$ cat src/rtl/lc3_pkg.sv
// Shared LC-3 definitions: datapath widths, condition-code type and encoder.
package lc3_pkg;

  localparam int unsigned DATA_W     = 16;
  localparam int unsigned REG_ADDR_W = 3;
  localparam int unsigned NUM_REGS   = 8;

  typedef struct packed {
    logic n;
    logic z;
    logic p;
  } cc_t;

  localparam cc_t CC_RESET = cc_t'(3'b010);

  // Signed classification of a word into exactly one of N/Z/P.
  function automatic cc_t cc_from_word(input logic [DATA_W-1:0] word);
    cc_t cc;
    cc.n = word[DATA_W-1];
    cc.z = (word == '0);
    cc.p = !cc.n && !cc.z;
    return cc;
  endfunction

endpackage

$ cat src/rtl/decoder_3_to_8.sv
// 3-to-8 binary-to-one-hot decoder used for register write steering.
module decoder_3_to_8 (
  input  logic [2:0] sel,
  output logic [7:0] onehot
);

  always_comb begin
    onehot = 8'(1) << sel;
  end

endmodule

$ cat src/rtl/lc3_reg_file.sv
// LC-3 register file: R0-R7 with one write and two read ports, plus NZP.
module lc3_reg_file #(
  parameter int unsigned DATA_W = 16,
  parameter bit          BYPASS = 1'b0
) (
  input  logic              clk,
  input  logic              rst,
  input  logic              ld_reg,
  input  logic [2:0]        dr,
  input  logic [DATA_W-1:0] bus_in,
  input  logic [2:0]        sr1,
  input  logic [2:0]        sr2,
  input  logic              ld_cc,
  output logic [DATA_W-1:0] sr1_out,
  output logic [DATA_W-1:0] sr2_out,
  output logic              n,
  output logic              z,
  output logic              p
);

  import lc3_pkg::*;

  logic [DATA_W-1:0] regs [NUM_REGS];
  logic [7:0]        wsel;
  cc_t               cc;
  cc_t               cc_next;

  decoder_3_to_8 u_dec (
    .sel    (dr),
    .onehot (wsel)
  );

  // Classify the bus word as signed; exactly one flag is set.
  always_comb begin
    cc_next   = CC_RESET;
    cc_next.n = bus_in[DATA_W-1];
    cc_next.z = (bus_in == '0);
    cc_next.p = !cc_next.n && !cc_next.z;
  end

  always_ff @(posedge clk) begin
    if (rst) begin
      for (int i = 0; i < int'(NUM_REGS); i++) begin
        regs[i] <= '0;
      end
      cc <= CC_RESET;
    end else begin
      for (int i = 0; i < int'(NUM_REGS); i++) begin
        if (ld_reg && wsel[i]) begin
          regs[i] <= bus_in;
        end
      end
      if (ld_cc) begin
        cc <= cc_next;
      end
    end
  end

  // Read ports; with BYPASS the in-flight write is forwarded to a matching port.
  always_comb begin
    sr1_out = regs[sr1];
    sr2_out = regs[sr2];
    if (BYPASS && ld_reg && (dr == sr1)) begin
      sr1_out = bus_in;
    end
    if (BYPASS && ld_reg && (dr == sr2)) begin
      sr2_out = bus_in;
    end
  end

  always_comb begin
    n = cc.n;
    z = cc.z;
    p = cc.p;
  end

endmodule

$ cat config.mk
export PLATFORM = sky130hd
export DESIGN_NAME = lc3_reg_file
export DESIGN_NICKNAME = d
export VERILOG_FILES = /design/src/rtl/lc3_pkg.sv /design/src/rtl/decoder_3_to_8.sv /design/src/rtl/lc3_reg_file.sv
export SDC_FILE = /design/constraint.sdc
export NUM_CORES = 1
export LEC_CHECK = 0
export ABC_AREA = 0
export CAP_MARGIN = 20
export CORE_ASPECT_RATIO = 0.7
export CORE_MARGIN = 3
export CORE_UTILIZATION = 60
export DETAILED_ROUTE_END_ITERATION = 16
export GPL_TIMING_DRIVEN = 0
export PLACE_DENSITY = 0.82
export SLEW_MARGIN = 20
export SYNTH_ARGS = -nofsm -noshare
export SYNTH_HDL_FRONTEND = slang
export SYNTH_SLANG_ARGS = --single-unit
$ cat constraint.sdc
create_clock -name clk -period 2.3 [get_ports clk]
set_clock_uncertainty 0.15 [all_clocks]
set_input_delay 0.23 -clock clk [delete_from_list [all_inputs] [get_ports clk]]
set_output_delay 0.23 -clock clk [all_outputs]
set_load 0.02 [all_outputs]
Yosys cells after proc, flatten, opt, wreduce, memory -nomap -nowiden

Memories as Yosys holds them, arrays and structs flattened.
Cells that the tools add are included.

$add $sub $neg: 0
Multipliers: 0
Div/mod/pow operators: 0
Magnitude comparators: 0
Equal/unequal tests: 0
Shift-type cells: 1
Multiplexer cells: 34
Bitwise logic cells: 8
Reductions and logical operators: 12

Operator list:

| operator                                        | number |
|---|---|
| two-way mux 16 bit                              | 8 |
| two-way mux 1 bit                               | 26 |
| logical NOT 16 bit                              | 1 |
| logical AND 1 bit                               | 9 |
| OR 1 bit                                        | 8 |
| << shifter 1 x 3 -> 8 bit, first input constant | 1 |
| logical NOT 1 bit                               | 2 |

Register bits after elaboration: 3
Bits in latches: 0
Memory bits (writable): 128
Memory bits (read-only): 0
Input bits: 29
Output and inout bits: 35
Logic and storage cells: 59
Memories: 1

Memories:

| name | depth | bits a word | rd ports | clocked after Yosys merged registers in | wr ports | line               | source |
|---|---|---|---|---|---|---|---|
| regs | 8     | 16          | 2        | 0                                       | 8        | lc3_reg_file.sv:23 | `logic [DATA_W-1:0] regs [NUM_REGS];` |

Longest topological paths before layout

Gate-level depths: netlist (run 1).

Depth after elaboration: 6
Mapped depth: 4
Depth with buffers taken out: 3

By module

Synthesis (run 1) repeated with hierarchy kept, for this count alone.

Cells, all modules: 420
Area, all modules: 6824.0 um^2

By module, submodules not included:

| module         | instances | cells an instance | area an instance (um^2) | seq. area each (um^2) |
|---|---|---|---|---|
| lc3_reg_file   | 1         | 412               | 6759.0                  | 3903.7 |
| decoder_3_to_8 | 1         | 8                 | 65.1                    | 0.0 |

Worst setup path after synthesis (run 1)

OpenSTA, ideal clock, no wires.

Path type: input-to-output
Start point: in sr1[0]
End point: out sr1_out[1]
Arrival: 1.332 ns
Data required time: 1.920 ns
Setup slack: 0.588 ns
Stages on the path: 4
Buffers on the path: 2
Cell sequence: buf_6 buf_6 mux4_1 mux2_2

Cells in the longest elaborated chain, start to end: 1

Ends and longest elaborated chain:

| item                | line               | source |
|---|---|---|
| from (decl)         | lc3_reg_file.sv:11 | `input logic [2:0] sr1,` |
| memory (8 x 16 bit) | --                 |  |
| to (decl)           | lc3_reg_file.sv:14 | `output logic [DATA_W-1:0] sr1_out,` |

No other way between the ends.

==> results of run 1 <==
[cell usage in the layout, fill, tap and decap left out]
cell type        count
a21oi_1              2
a41o_1               2
buf_1                1
buf_2                8
buf_6               14
bufinv_16            4
clkbuf_1            10
clkbuf_16           17
clkbuf_2            18
clkdlybuf4s15_1      2
clkdlybuf4s15_2      7
clkdlybuf4s50_1     24
clkinv_1             1
clkinv_2             2
clkinv_4             1
clkinvlp_4           6
dfxtp_1              3
dlygate4sd2_1        2
edfxtp_1           128
inv_1               18
mux2_2              32
mux4_1              41
mux4_2              23
nand2_1              5
nand2b_1            16
nand2b_2             6
nand3_1              4
nand4b_1             1
nor2_1              99
nor2b_1              2
nor3_1               1
nor4_1               3
o211a_1              1
o21ai_0              1
[synthesized netlist by cell type (all sizes together) (2+ instances only)]
cell,number
nand3,4
clkbuf,11
nor2b,2
mux4,64
a41o,2
nor2,99
a21oi,2
nor4,3
nand2,5
inv,18
mux2,32
nand2b,22
edfxtp,128
dfxtp,3
buf,16
[area by class of cell]
class                      instances  share of cell area [%]
buffer                            27                    2.67
timing repair buffer              58                    5.79
clock inverter                    14                    2.33
sequential                       131                    48.4
inverter                          18                   0.838
tap                              148                    2.30
clock buffer                      18                    5.32
multi-input combinational        239                    32.4
[state kept, by name (all words and copies together), names as in the netlist]
| name | count |
|---|---|
| n | 1 |
| p | 1 |
| regs | 128 |
| z | 1 |
[cell families (layout without fill, tap and decap cells)]
kind of cell	after synthesis	after routing	share of synthesized area, %
buffers and inverters	45	135	3.41
and+or+nand+nor	137	137	8.74
AOI/OAI and AO/OA	6	6	0.664
muxes	96	96	29.7
DFF	131	131	57.5
[report_power, final]
part	switching (uW)	internal [uW]	leakage, uW
sequential	82.4	2810	0.00127
combinational	485	425	0.00143
clock	1050	1800	0.000282
[final timing paths]
check,start,to,slack (ps),depth (start not counted)
setup reg to reg,p$_SDFFE_PP0P_,p$_SDFFE_PP0P_,1410,3
setup / recovery,regs[0][0]$_SDFFCE_PN0P_,sr1_out[0],20,3
hold / removal,rst,n$_SDFFE_PP0P_,230,3
hold reg to reg,n$_SDFFE_PP0P_,n$_SDFFE_PP0P_,350,2
[layer usage]
layer | global-route usage (%) | vias to the layer above
li1 | - | 1803
met1 | 41.7 | 2217
met2 | 45.5 | 359
met3 | 8.20 | 29
met4 | 10.8 | 0
met5 | 0 | -
[repair_timing]
action	in CTS	in global routing
endpoints found under the setup margin	80	76
pin swaps	0	0
gates cloned	0	0
gates resized for setup	112	33
[metrics by stage]
step	setup TNS (ps)	cell area, um2
2_1_floorplan	0	6790
3_3_place_gp	-55950	7550
3_5_place_dp	-64260	7550
4_1_cts	0	8180
5_1_grt	-42.6	8060
6_report	0	8060
[worst max-delay path: cells and delay by family (launching register included)]
kind / cells / cell delay (ps)
muxes: 2 / 800
buffers and inverters: 1 / 250
DFF: 1 / 410
==> metrics.txt, run 1 <==
average wire per standard cell=26.9 um; Cells after DPL=621; number of H-tree levels=4; VDD IR-drop max=0.000676 V; number of flops mapped to enable cells by yosys=128; Yosys cell types=22; clock sinks=131; final hold violations=0; Final Max Slew Viols=0; CTS max path bufs=2; critical path class=register to primary output; DRC Markers=0; post-layout minimum cycle time=2280 ps; post-route setup slack=24.7 ps; Die X=133 um; first-pass GRT wire length=26300 um; vias=4408; worst-skew pair later-pin latency=430 ps; FMAX=0.440 GHz; DP HPWL=11300 um; IO Pins=64; RSZ-0062 raised after global routing=true; cell row count=31; sequential cell area=3900 um2; Mapped Cells=415; top_reg_cell synth=edfxtp_1; normalized max-slew margin=30.2%; Die Span Y=95.0 um; Core Box Area=10700 um2; total die area=12600 um2; Synth area leaders=edfxtp_1, mux4_1, nor2_1; DRT met1 WL=6930 um; vias per inst=6.75; Slowest cell on crit path=mux4_2; mapped cell area=6790 um2; Hold Path Class=input pin to register; fin util=75.6%; DR top layer=met4; Area Overhead vs Synth=18.8%; port bufs=58; WL met2=8080 um; maxcap violations=0; # hold bufs at CTS=0; FFs w/ async S/R, synth=0%; register area share after synthesis=57.5%; Clock transition at path regs=60 ps; worst hold slack=226 ps; initial antenna violation count=0; Tcrit/Tclk final=98.9%; WP data arrival=1900 ps; Syn Area/Cell=16.4 um2; share of cells above drive strength 1=27.3%; crit start category=register; All-Layer GR Usage=29.7%; # diodes=0; Synth top area share=56.6%; largest net degree at the start of global routing=17; CTS tree=yes; non-filler instance count after layout=653; status=completed; setup violators final=0; vias in the first global route=4474; power density cells=824 nW/um2; Initial Utilization=63.6%; nature of the critical path endpoint=primary output; initial detailed-routing violation count=589; final wirelength=17600 um; crit-path max FO=2; area of the multi-input gates=2610 um2; fill count=601; GR Overflow Total=0; slew at the pin closest to its max-slew limit=1050 ps; WP data required=1920 ps; Synthesis Warnings=0; crit-path max cell delay=510 ps; NumNets Final=521; number of synthesized register bits=131; Final Power=6650 uW; Syn Nets=444; P_leak=0.00298 uW; DR pass1 iterations=6; Place WS=-774 ps; placer's final routability congestion estimate=0.815; CTS root buffer=clkbuf_16; WL met3=2290 um; clock buffer count from CTS=17; post-synth top area cell=edfxtp_1; Antenna Violating Nets Remaining=0; CP cell instances=mux4_2, mux2_2, clkdlybuf4s15_2; Post-CTS Setup Inserts=0
Power figures use the tool's default switching activity.
==> inputs of run 2 (changes only) <==
--- a/config.mk
+++ b/config.mk
@@ -9,10 +9,10 @@
 export CAP_MARGIN = 20
 export CORE_ASPECT_RATIO = 0.7
 export CORE_MARGIN = 3
-export CORE_UTILIZATION = 60
+export CORE_UTILIZATION = 62
 export DETAILED_ROUTE_END_ITERATION = 16
 export GPL_TIMING_DRIVEN = 0
-export PLACE_DENSITY = 0.82
+export PLACE_DENSITY = 0.84
 export SLEW_MARGIN = 20
 export SYNTH_ARGS = -nofsm -noshare
 export SYNTH_HDL_FRONTEND = slang
==> run 2 against run 1 <==
  * The run now ends with negative setup slack left
  * Cell area up 0.43%
  * Worst setup slack got worse by 35 ps
  * Clock power down 1%
  * Combinational power is 2% higher
  * Worst hold slack better by 67 ps
  * Utilization rose by 1.4 points
  * Routed wire length up 1.7%
  * Die area down 3.1%
  * Global-route usage grew 1.3 points
  * Register-to-register slack improved by 20 ps
  * Critical path type unchanged
  * Largest cell class unchanged
==> metrics.txt, run 2 (synthesis gave the netlist of run 1 again) <==
status=complete, but fails checks; violated checks=negative setup slack; critical path class=register to primary output; post-route setup slack=-10.1 ps; power density cells=819 nW/um2; slew at the pin closest to its max-slew limit=1090 ps; vias in the first global route=4460; largest net degree at the start of global routing=17; first-pass GRT wire length=26300 um; # diodes=0; port bufs=58; fill count=621; initial detailed-routing violation count=573; sequential cell area=3900 um2; placer's final routability congestion estimate=0.803; clock sinks=131; Comb power frac=14.0%; WP data required=1920 ps; CTS max path bufs=2; Tcrit/Tclk final=100%; clock buffer count from CTS=17; max reg flops=128; average wire per standard cell=27.4 um; DP HPWL=11600 um; R2R setup slack=1430 ps; fin util=77.1%; commonest non-fill, non-tap cells in the layout=edfxtp_1, nor2_1, mux4_1; Clock transition at path regs=60 ps; Die X=131 um; area of the multi-input gates=2610 um2; Die Span Y=93.5 um; Net Sw Power=1590 uW; Clock power frac=42.4%; total die area=12300 um2; number of H-tree levels=4; CTS tree=yes; GR Overflow Total=0; nature of the critical path endpoint=primary output; Antenna Violating Nets Remaining=0; WP data arrival=1930 ps; post-layout minimum cycle time=2310 ps; crit start category=register; worst-skew pair later-pin latency=420 ps; Int Pwr=5050 uW; P_leak=0.00298 uW; Biggest register=regs; RSZ-0062 raised after global routing=false; Place WS=-829 ps; final hold violations=0; VDD IR-drop max=0.000638 V; IO Pins=64; Reg power frac=43.6%; maxcap violations=0; Sw Share=24.0%; TNS Setup=-10.1 ps; All-Layer GR Usage=31.0%; DRC Markers=0; normalized max-slew margin=27.5%; setup violators final=1; initial antenna violation count=0; share of cells above drive strength 1=26.7%; Hold Path Class=input pin to register; vias per inst=6.65; Area Overhead vs Synth=19.4%; Core Box Area=10500 um2; cell row count=31; FMAX=0.433 GHz; vias=4347; CTS root buffer=clkbuf_16; crit-path max FO=2; Final Max Slew Viols=0; DR pass1 iterations=5; Initial Utilization=64.6%; most common cell after layout, fill and taps aside=edfxtp_1; Final Power=6630 uW; final wirelength=17900 um; NumNets Final=522
==> run 2: cell count changes in the layout (fill, tap and decap cells not counted), moves of 2 or more <==
cell,delta
clkdlybuf4s15_2,+2
clkdlybuf4s15_1,+4
clkbuf_2,-2
buf_2,-5
==> run 2: metal layers <==
| metal | global-route usage (%) | up-vias | share of wire (%) |
|---|---|---|---|
| met5 | 0 | - | 0 |
| met4 | 8.90 | 0 | 1.5 |
| met3 | 10.9 | 32 | 13 |
| met2 | 47.3 | 332 | 47 |
| met1 | 42.7 | 2182 | 38 |
| li1 | - | 1801 | - |
==> run 2: stage by stage <==
step	area [um2]	hold slack [ps]	cells
after floorplan	6790	238	415
after global placement	7550	309	621
after detailed placement	7550	322	621
after CTS	8180	274	653
after global routing	8100	351	654
final	8100	293	654
==> run 2: path summary, 6_finish.rpt <==
| path | from | to | cells after the start |
|---|---|---|---|
| setup reg to reg | p$_SDFFE_PP0P_ | p$_SDFFE_PP0P_ | 3 |
| setup / recovery | regs[7][15]$_DFFE_PP_ | sr1_out[15] | 3 |
| hold / removal | rst | n$_SDFFE_PP0P_ | 3 |
| hold reg to reg | n$_SDFFE_PP0P_ | n$_SDFFE_PP0P_ | 2 |
==> run 2: worst max-delay path, cell delays in order (launching register included) <==
cell and delay [ps]:
edfxtp_1 420, mux4_2 500, mux2_2 290, clkdlybuf4s15_1 310
==> run 2: what timing repair did <==
item | 4_1_cts | 5_1_grt
buffers inserted | 0 | 1
gates resized for setup | 104 | 34
setup endpoints to repair | 96 | 58
hold buffers | 0 | 0
==> run 2: layout make-up <==
| cell class | count | area share, % |
|---|---|---|
| sequential | 131 | 48.2 |
| multi-input combinational | 239 | 32.2 |
| timing repair buffer | 59 | 6.32 |
| clock buffer | 18 | 5.30 |
| buffer | 27 | 2.58 |
| clock inverter | 14 | 2.32 |
| tap | 148 | 2.29 |
| inverter | 18 | 0.834 |
==> run 2: power by group through the flow <==
stage | logic [uW] | clock network, uW | registers, uW
after global placement | 928 | 0 | 2900
after global routing | 972 | 2910 | 2910
after floorplan | 578 | 0 | 2890
final | 928 | 2810 | 2890
after detailed placement | 954 | 0 | 2930
after CTS | 930 | 2810 | 2890
